### src/rtl/uart_tx_queue.sv
// rtl/uart_tx_queue.sv - byte FIFO and launch sequencer feeding the UART transmitter
//
// Purpose: buffers host bytes in a 2**DEPTH_LOG2 deep FIFO. Each byte is handed to
// the transmitter as a registered byte plus a one-cycle strobe. The transmitter's
// idle/done level paces the launches.
//
// Optional feature: define UART_TXQ_OVF_EN to add the sticky overflow flag
// (ovf_stickyH) and its clear input (ovf_clrH).
//
// Ports:
//   sys_clk      in   clock, rising edge
//   sys_rst_l    in   asynchronous active-low reset
//   wr_validH    in   host offers wr_dataH
//   wr_dataH     in   byte to queue
//   wr_readyH    out  queue not full
//   xmitH        out  one-cycle launch strobe
//   xmit_dataH   out  byte presented to the transmitter, held until the next pop
//   xmit_doneH   in   transmitter idle level (low while a frame is in flight)
//   ovf_stickyH  out  sticky dropped-write flag (UART_TXQ_OVF_EN only)
//   ovf_clrH     in   clears ovf_stickyH (UART_TXQ_OVF_EN only)
//   txq_countH   out  queued bytes, excluding the byte in flight
//   txq_idleH    out  queue empty and sequencer idle
module uart_tx_queue #(
  parameter int DEPTH_LOG2 = 3
) (
  input  logic                  sys_clk,
  input  logic                  sys_rst_l,
  input  logic                  wr_validH,
  input  logic [7:0]            wr_dataH,
  output logic                  wr_readyH,
  output logic                  xmitH,
  output logic [7:0]            xmit_dataH,
  input  logic                  xmit_doneH,
`ifdef UART_TXQ_OVF_EN
  output logic                  ovf_stickyH,
  input  logic                  ovf_clrH,
`endif
  output logic [DEPTH_LOG2:0]   txq_countH,
  output logic                  txq_idleH
);

  localparam int DEPTH = 1 << DEPTH_LOG2;
  localparam logic [DEPTH_LOG2:0] FULL_COUNT = (DEPTH_LOG2 + 1)'(DEPTH);

  typedef enum logic [1:0] {
    IDLE      = 2'd0,
    LAUNCH    = 2'd1,
    WAIT_BUSY = 2'd2,
    WAIT_DONE = 2'd3
  } state_t;

  state_t                state;
  logic [7:0]            mem [DEPTH];
  logic [DEPTH_LOG2-1:0] wr_ptr;
  logic [DEPTH_LOG2-1:0] rd_ptr;
  logic [DEPTH_LOG2:0]   count;
  logic [1:0]            busy_cnt;
  logic                  push;
  logic                  pop;

  // Readiness looks only at the count, so a full queue refuses a write even
  // when a pop frees a slot on the same edge.
  assign wr_readyH  = (count != FULL_COUNT);
  assign push       = wr_validH & wr_readyH;
  assign pop        = (state == IDLE) & (count != '0) & xmit_doneH;
  assign txq_countH = count;
  assign txq_idleH  = (count == '0) & (state == IDLE);

  always_ff @(posedge sys_clk) begin
    if (push) begin
      mem[wr_ptr] <= wr_dataH;
    end
  end

  always_ff @(posedge sys_clk or negedge sys_rst_l) begin
    if (!sys_rst_l) begin
      wr_ptr <= '0;
      rd_ptr <= '0;
      count  <= '0;
    end else begin
      if (push) begin
        wr_ptr <= wr_ptr + DEPTH_LOG2'(1);
      end
      if (pop) begin
        rd_ptr <= rd_ptr + DEPTH_LOG2'(1);
      end
      case ({push, pop})
        2'b10:   count <= count + (DEPTH_LOG2 + 1)'(1);
        2'b01:   count <= count - (DEPTH_LOG2 + 1)'(1);
        default: count <= count;
      endcase
    end
  end

  // Sequencer. xmitH is high only while in LAUNCH. xmit_dataH changes only on a pop.
  always_ff @(posedge sys_clk or negedge sys_rst_l) begin
    if (!sys_rst_l) begin
      state      <= IDLE;
      xmitH      <= 1'b0;
      xmit_dataH <= 8'h00;
      busy_cnt   <= 2'd0;
    end else begin
      case (state)
        IDLE: begin
          if (pop) begin
            state      <= LAUNCH;
            xmitH      <= 1'b1;
            xmit_dataH <= mem[rd_ptr];
          end
        end
        LAUNCH: begin
          state    <= WAIT_BUSY;
          xmitH    <= 1'b0;
          busy_cnt <= 2'd0;
        end
        WAIT_BUSY: begin
          // If the transmitter never goes busy, the byte is treated as consumed
          // after 4 idle cycles. It is not relaunched.
          if (!xmit_doneH) begin
            state <= WAIT_DONE;
          end else if (busy_cnt == 2'd3) begin
            state <= IDLE;
          end else begin
            busy_cnt <= busy_cnt + 2'd1;
          end
        end
        WAIT_DONE: begin
          if (xmit_doneH) begin
            state <= IDLE;
          end
        end
        default: begin
          state <= IDLE;
          xmitH <= 1'b0;
        end
      endcase
    end
  end

`ifdef UART_TXQ_OVF_EN
  // When a set and a clear occur on the same edge, the set takes priority.
  always_ff @(posedge sys_clk or negedge sys_rst_l) begin
    if (!sys_rst_l) begin
      ovf_stickyH <= 1'b0;
    end else if (wr_validH & ~wr_readyH) begin
      ovf_stickyH <= 1'b1;
    end else if (ovf_clrH) begin
      ovf_stickyH <= 1'b0;
    end
  end
`endif

endmodule

### config.mk
export PLATFORM = sky130hd
export DESIGN_NAME = uart_tx_queue
export DESIGN_NICKNAME = d
export VERILOG_FILES = /design/src/rtl/uart_tx_queue.sv
export SDC_FILE = /design/constraint.sdc
export NUM_CORES = 1
export LEC_CHECK = 0
export ABC_AREA = 1
export BUFFER_PORTS_ARGS = -buffer_cell sky130_fd_sc_hd__clkbuf_2
export CAP_MARGIN = 25
export CORE_MARGIN = 3
export CORE_UTILIZATION = 40
export CTS_BUF_LIST = sky130_fd_sc_hd__clkbuf_4 sky130_fd_sc_hd__clkbuf_8
export DETAILED_ROUTE_END_ITERATION = 8
export MAX_ROUTING_LAYER = met4
export PLACE_DENSITY = 0.54
export SYNTH_ARGS = -nofsm -noshare
export SYNTH_HDL_FRONTEND = slang
export SYNTH_SLANG_ARGS = --single-unit
### constraint.sdc
create_clock -name sys_clk -period 3.8 [get_ports sys_clk]
set_input_delay 0.76 -clock sys_clk [delete_from_list [all_inputs] [get_ports sys_clk]]
set_output_delay 0.76 -clock sys_clk [all_outputs]
set_load 0.02 [all_outputs]
==> qor.txt <==
largest net degree at the start of global routing: 34
M3 GR Usage: 4.57%
clock-pin slew on the worst setup and hold paths: 0.09 ns
non-filler cells, final: 467
R2R Path Start: txq_countH[1]
max-cap violation count: 0
CTS root buf: clkbuf_8
Total Wirelength: 7600 µm
synth unique cells: 24
Post-CTS Hold Fix Bufs: 0
Startpoint Class: flop
Post-Place Cells: 451
clock sinks: 87
RR Endpoint: txq_countH[2]
critical path type: reg -> reg
Placer Congestion: 0.794
top-area cell type share of the netlist area: 51.9%
TritonCTS buffer count: 9
layout cell share with drive strength beyond 1: 15.9%
Tmin final: 2.42 ns
HP Class: in -> async
Final Max Slew Viols: 0
RSZ-0062 raised after global routing: no
gr usage total: 16.5%
sw frac: 39.2%
Comb pwr share: 34.2%
cells on worst reg2reg path: 11
Starting Density: 41.9%
register share of total power: 45.4%
clock tree buffer depth: 2
Final Hold Fails: 0
Yosys warnings: 0
CTS tree: done
# rows: 34
Arr. time, crit path: 2.65 ns
total die area: 0.0105 mm²
die height: 102 µm
# IOs: 27
Mapped Area: 0.00370 mm²
Max Fclk: 413 MHz
H-Tree Depth: 3
Chip Width: 102 µm
clock share of power: 20.5%
number of remaining DRC errors: 0
vias in the first global route: 2309
Fin Clk Skew: 0.00960 ns
Nets: 372
CORE AREA: 0.00885 mm²
# setup viols final: 0
Post-Synthesis Cells: 329
P_sw: 1.25 mW
Final ANT Viol Nets: 0
post-DR vias/cell: 5.01
Leak: 1.61 nW
Req. time, crit path: 4.03 ns
initial antenna violation count: 0
synth top area cells: edfxtp_1 52%, dfrtp_1 16%, nor2_1 7.7%
setup repair bufs after CTS: 0
post-CTS sizing: 0
met2 Use GR: 27.0%
n_diodes: 0
DR WL/cell: 16.3 µm
ratio of final minimum period to clock period: 63.8%
met1 Use GR: 20.3%
largest area contributor in the netlist: edfxtp_1
syn_nets: 347
GR peak layer: met2
Vias: 2342
FF-to-FF setup slack: 1.38 ns
total negative setup slack: 0 ns
max_slew headroom: 27.4%
Pint: 1.93 mW
first-pass GRT wire length: 12300 µm
Syn-to-layout area delta: 9.42%
Yosys reg bits: 87
register area share after synthesis: 67.4%
status: finished, final reports clean
mean post-synth cell area: 11.3 µm²
global route total overflow: 0
IO buf count: 26
critical-path maximum fanout: 14
peak supply drop: 0.000254 V
Clock Latency Late Sink: 0.35 ns
power density cells: 784 mW/mm²
Worst Setup End Kind: flop
1st-pass router iterations: 4
DRT iter0 DRCs: 94
Slew @ Worst Pin: 1.08 ns
DP Wirelength: 4850 µm
==> per-layer routing <==
layer	share of wire, %	up-vias
met5	0	-
met4	0.74	0
met3	3.8	6
met2	50	38
met1	46	1136
li1	-	1162
==> synthesized netlist by cell type <==
cell type,instances
a21oi_1,2
buf_2,2
buf_4,1
buf_6,10
clkinv_1,1
clkinv_2,1
dfrtp_1,23
edfxtp_1,64
ha_1,6
inv_1,11
inv_2,1
inv_4,2
nand2_1,46
nand2_4,1
nand3_1,30
nand3_2,2
nor2_1,76
nor2_2,5
o21ai_0,16
o21ai_1,21
o21ai_2,1
or2_4,1
xnor2_1,2
xor2_1,4
==> cell usage in the layout, fill, tap and decap left out <==
cell type	n
nand3_2	2
inv_2	1
bufinv_16	1
buf_4	1
inv_1	11
o21ai_1	21
inv_4	2
clkinv_1	1
nand2_1	46
xnor2_1	2
a21oi_1	2
inv_6	1
nor2_1	76
clkinv_4	2
xor2_1	4
dfrtp_1	23
o21ai_0	16
o21ai_2	1
clkbuf_2	26
ha_1	6
nand3_1	30
edfxtp_1	64
nor2_2	5
clkinv_2	2
or2_4	1
clkinvlp_4	1
clkbuf_8	10
nand2_4	1
==> power groups by stage <==
stage / Clock, mW / Combinational [mW] / Sequential [mW]
5_1_grt: 0.707 / 1.25 / 1.47
6_report: 0.650 / 1.09 / 1.44
3_3_place_gp: 0 / 1.09 / 1.46
4_1_cts: 0.668 / 1.11 / 1.44
2_1_floorplan: 0 / 0.870 / 1.44
3_5_place_dp: 0 / 1.11 / 1.46
==> kinds of logic after synthesis <==
| kind of cell | after synthesis | synth area share, % |
|---|---|---|
| buffers and inverters | 29 | 5.30 |
| XOR/XNOR | 6 | 1.42 |
| AO/OA/AOI/OAI | 40 | 5.51 |
| adder cells (fa/ha/maj) | 6 | 2.03 |
| AND/OR/NAND/NOR | 161 | 18.3 |
| flip-flops | 87 | 67.4 |
==> how the worst max path moves through the flow <==
stage / startpoint / endpoint / depth (start not counted)
after global placement: xmit_doneH / txq_countH[2] / 10
after CTS: txq_countH[1] / txq_countH[2] / 11
after detailed placement: xmit_doneH / txq_countH[2] / 10
final: txq_countH[1] / txq_countH[2] / 11
after global routing: txq_countH[1] / txq_countH[2] / 11
after floorplan: xmit_doneH / txq_countH[2] / 11
==> sequential cells by signal, summed over array words and instances (netlist names) <==
name / count
xmitH: 1
state: 2
xmit_dataH: 8
txq_countH: 4
busy_cnt: 2
rd_ptr: 3
mem: 64
wr_ptr: 3
==> metrics by stage <==
| stage | hold WS [ns] | util, % | total power [mW] | setup slack [ns] | area (µm²) |
|---|---|---|---|---|---|
| finish | 0.394 | 45.8 | 3.18 | 1.38 | 4050 |
| global route | 0.420 | 45.8 | 3.42 | 1.18 | 4050 |
| CTS | 0.400 | 45.8 | 3.22 | 1.35 | 4050 |
| detailed placement | 0.475 | 43.5 | 2.57 | 1.25 | 3850 |
| global placement | 0.475 | 43.5 | 2.55 | 1.34 | 3850 |
| floorplan | 0.464 | - | 2.31 | 1.78 | 3700 |
==> worst max-delay path, cell delays in order (launching register included) <==
cell and delay (ns):
dfrtp_1 0.46, nor2_2 0.18, nand2_1 0.11, nand3_2 0.23, clkinv_2 0.28, ha_1 0.31
nor2_1 0.11, nor2_1 0.07, ha_1 0.17, a21oi_1 0.16, xor2_1 0.15, o21ai_0 0.08
==> layout make-up <==
type / count / area, µm²
Inverter: 16 / 66.3
Clock buffer: 10 / 138
Timing Repair Buffer: 27 / 138
Clock inverter: 6 / 68.8
Sequential cell: 87 / 2500
Multi-Input combinational cell: 213 / 1010
Tap cell: 108 / 135
Fill cell: 858 / 4790
No activity file was read; power rests on OpenSTA's default activity.
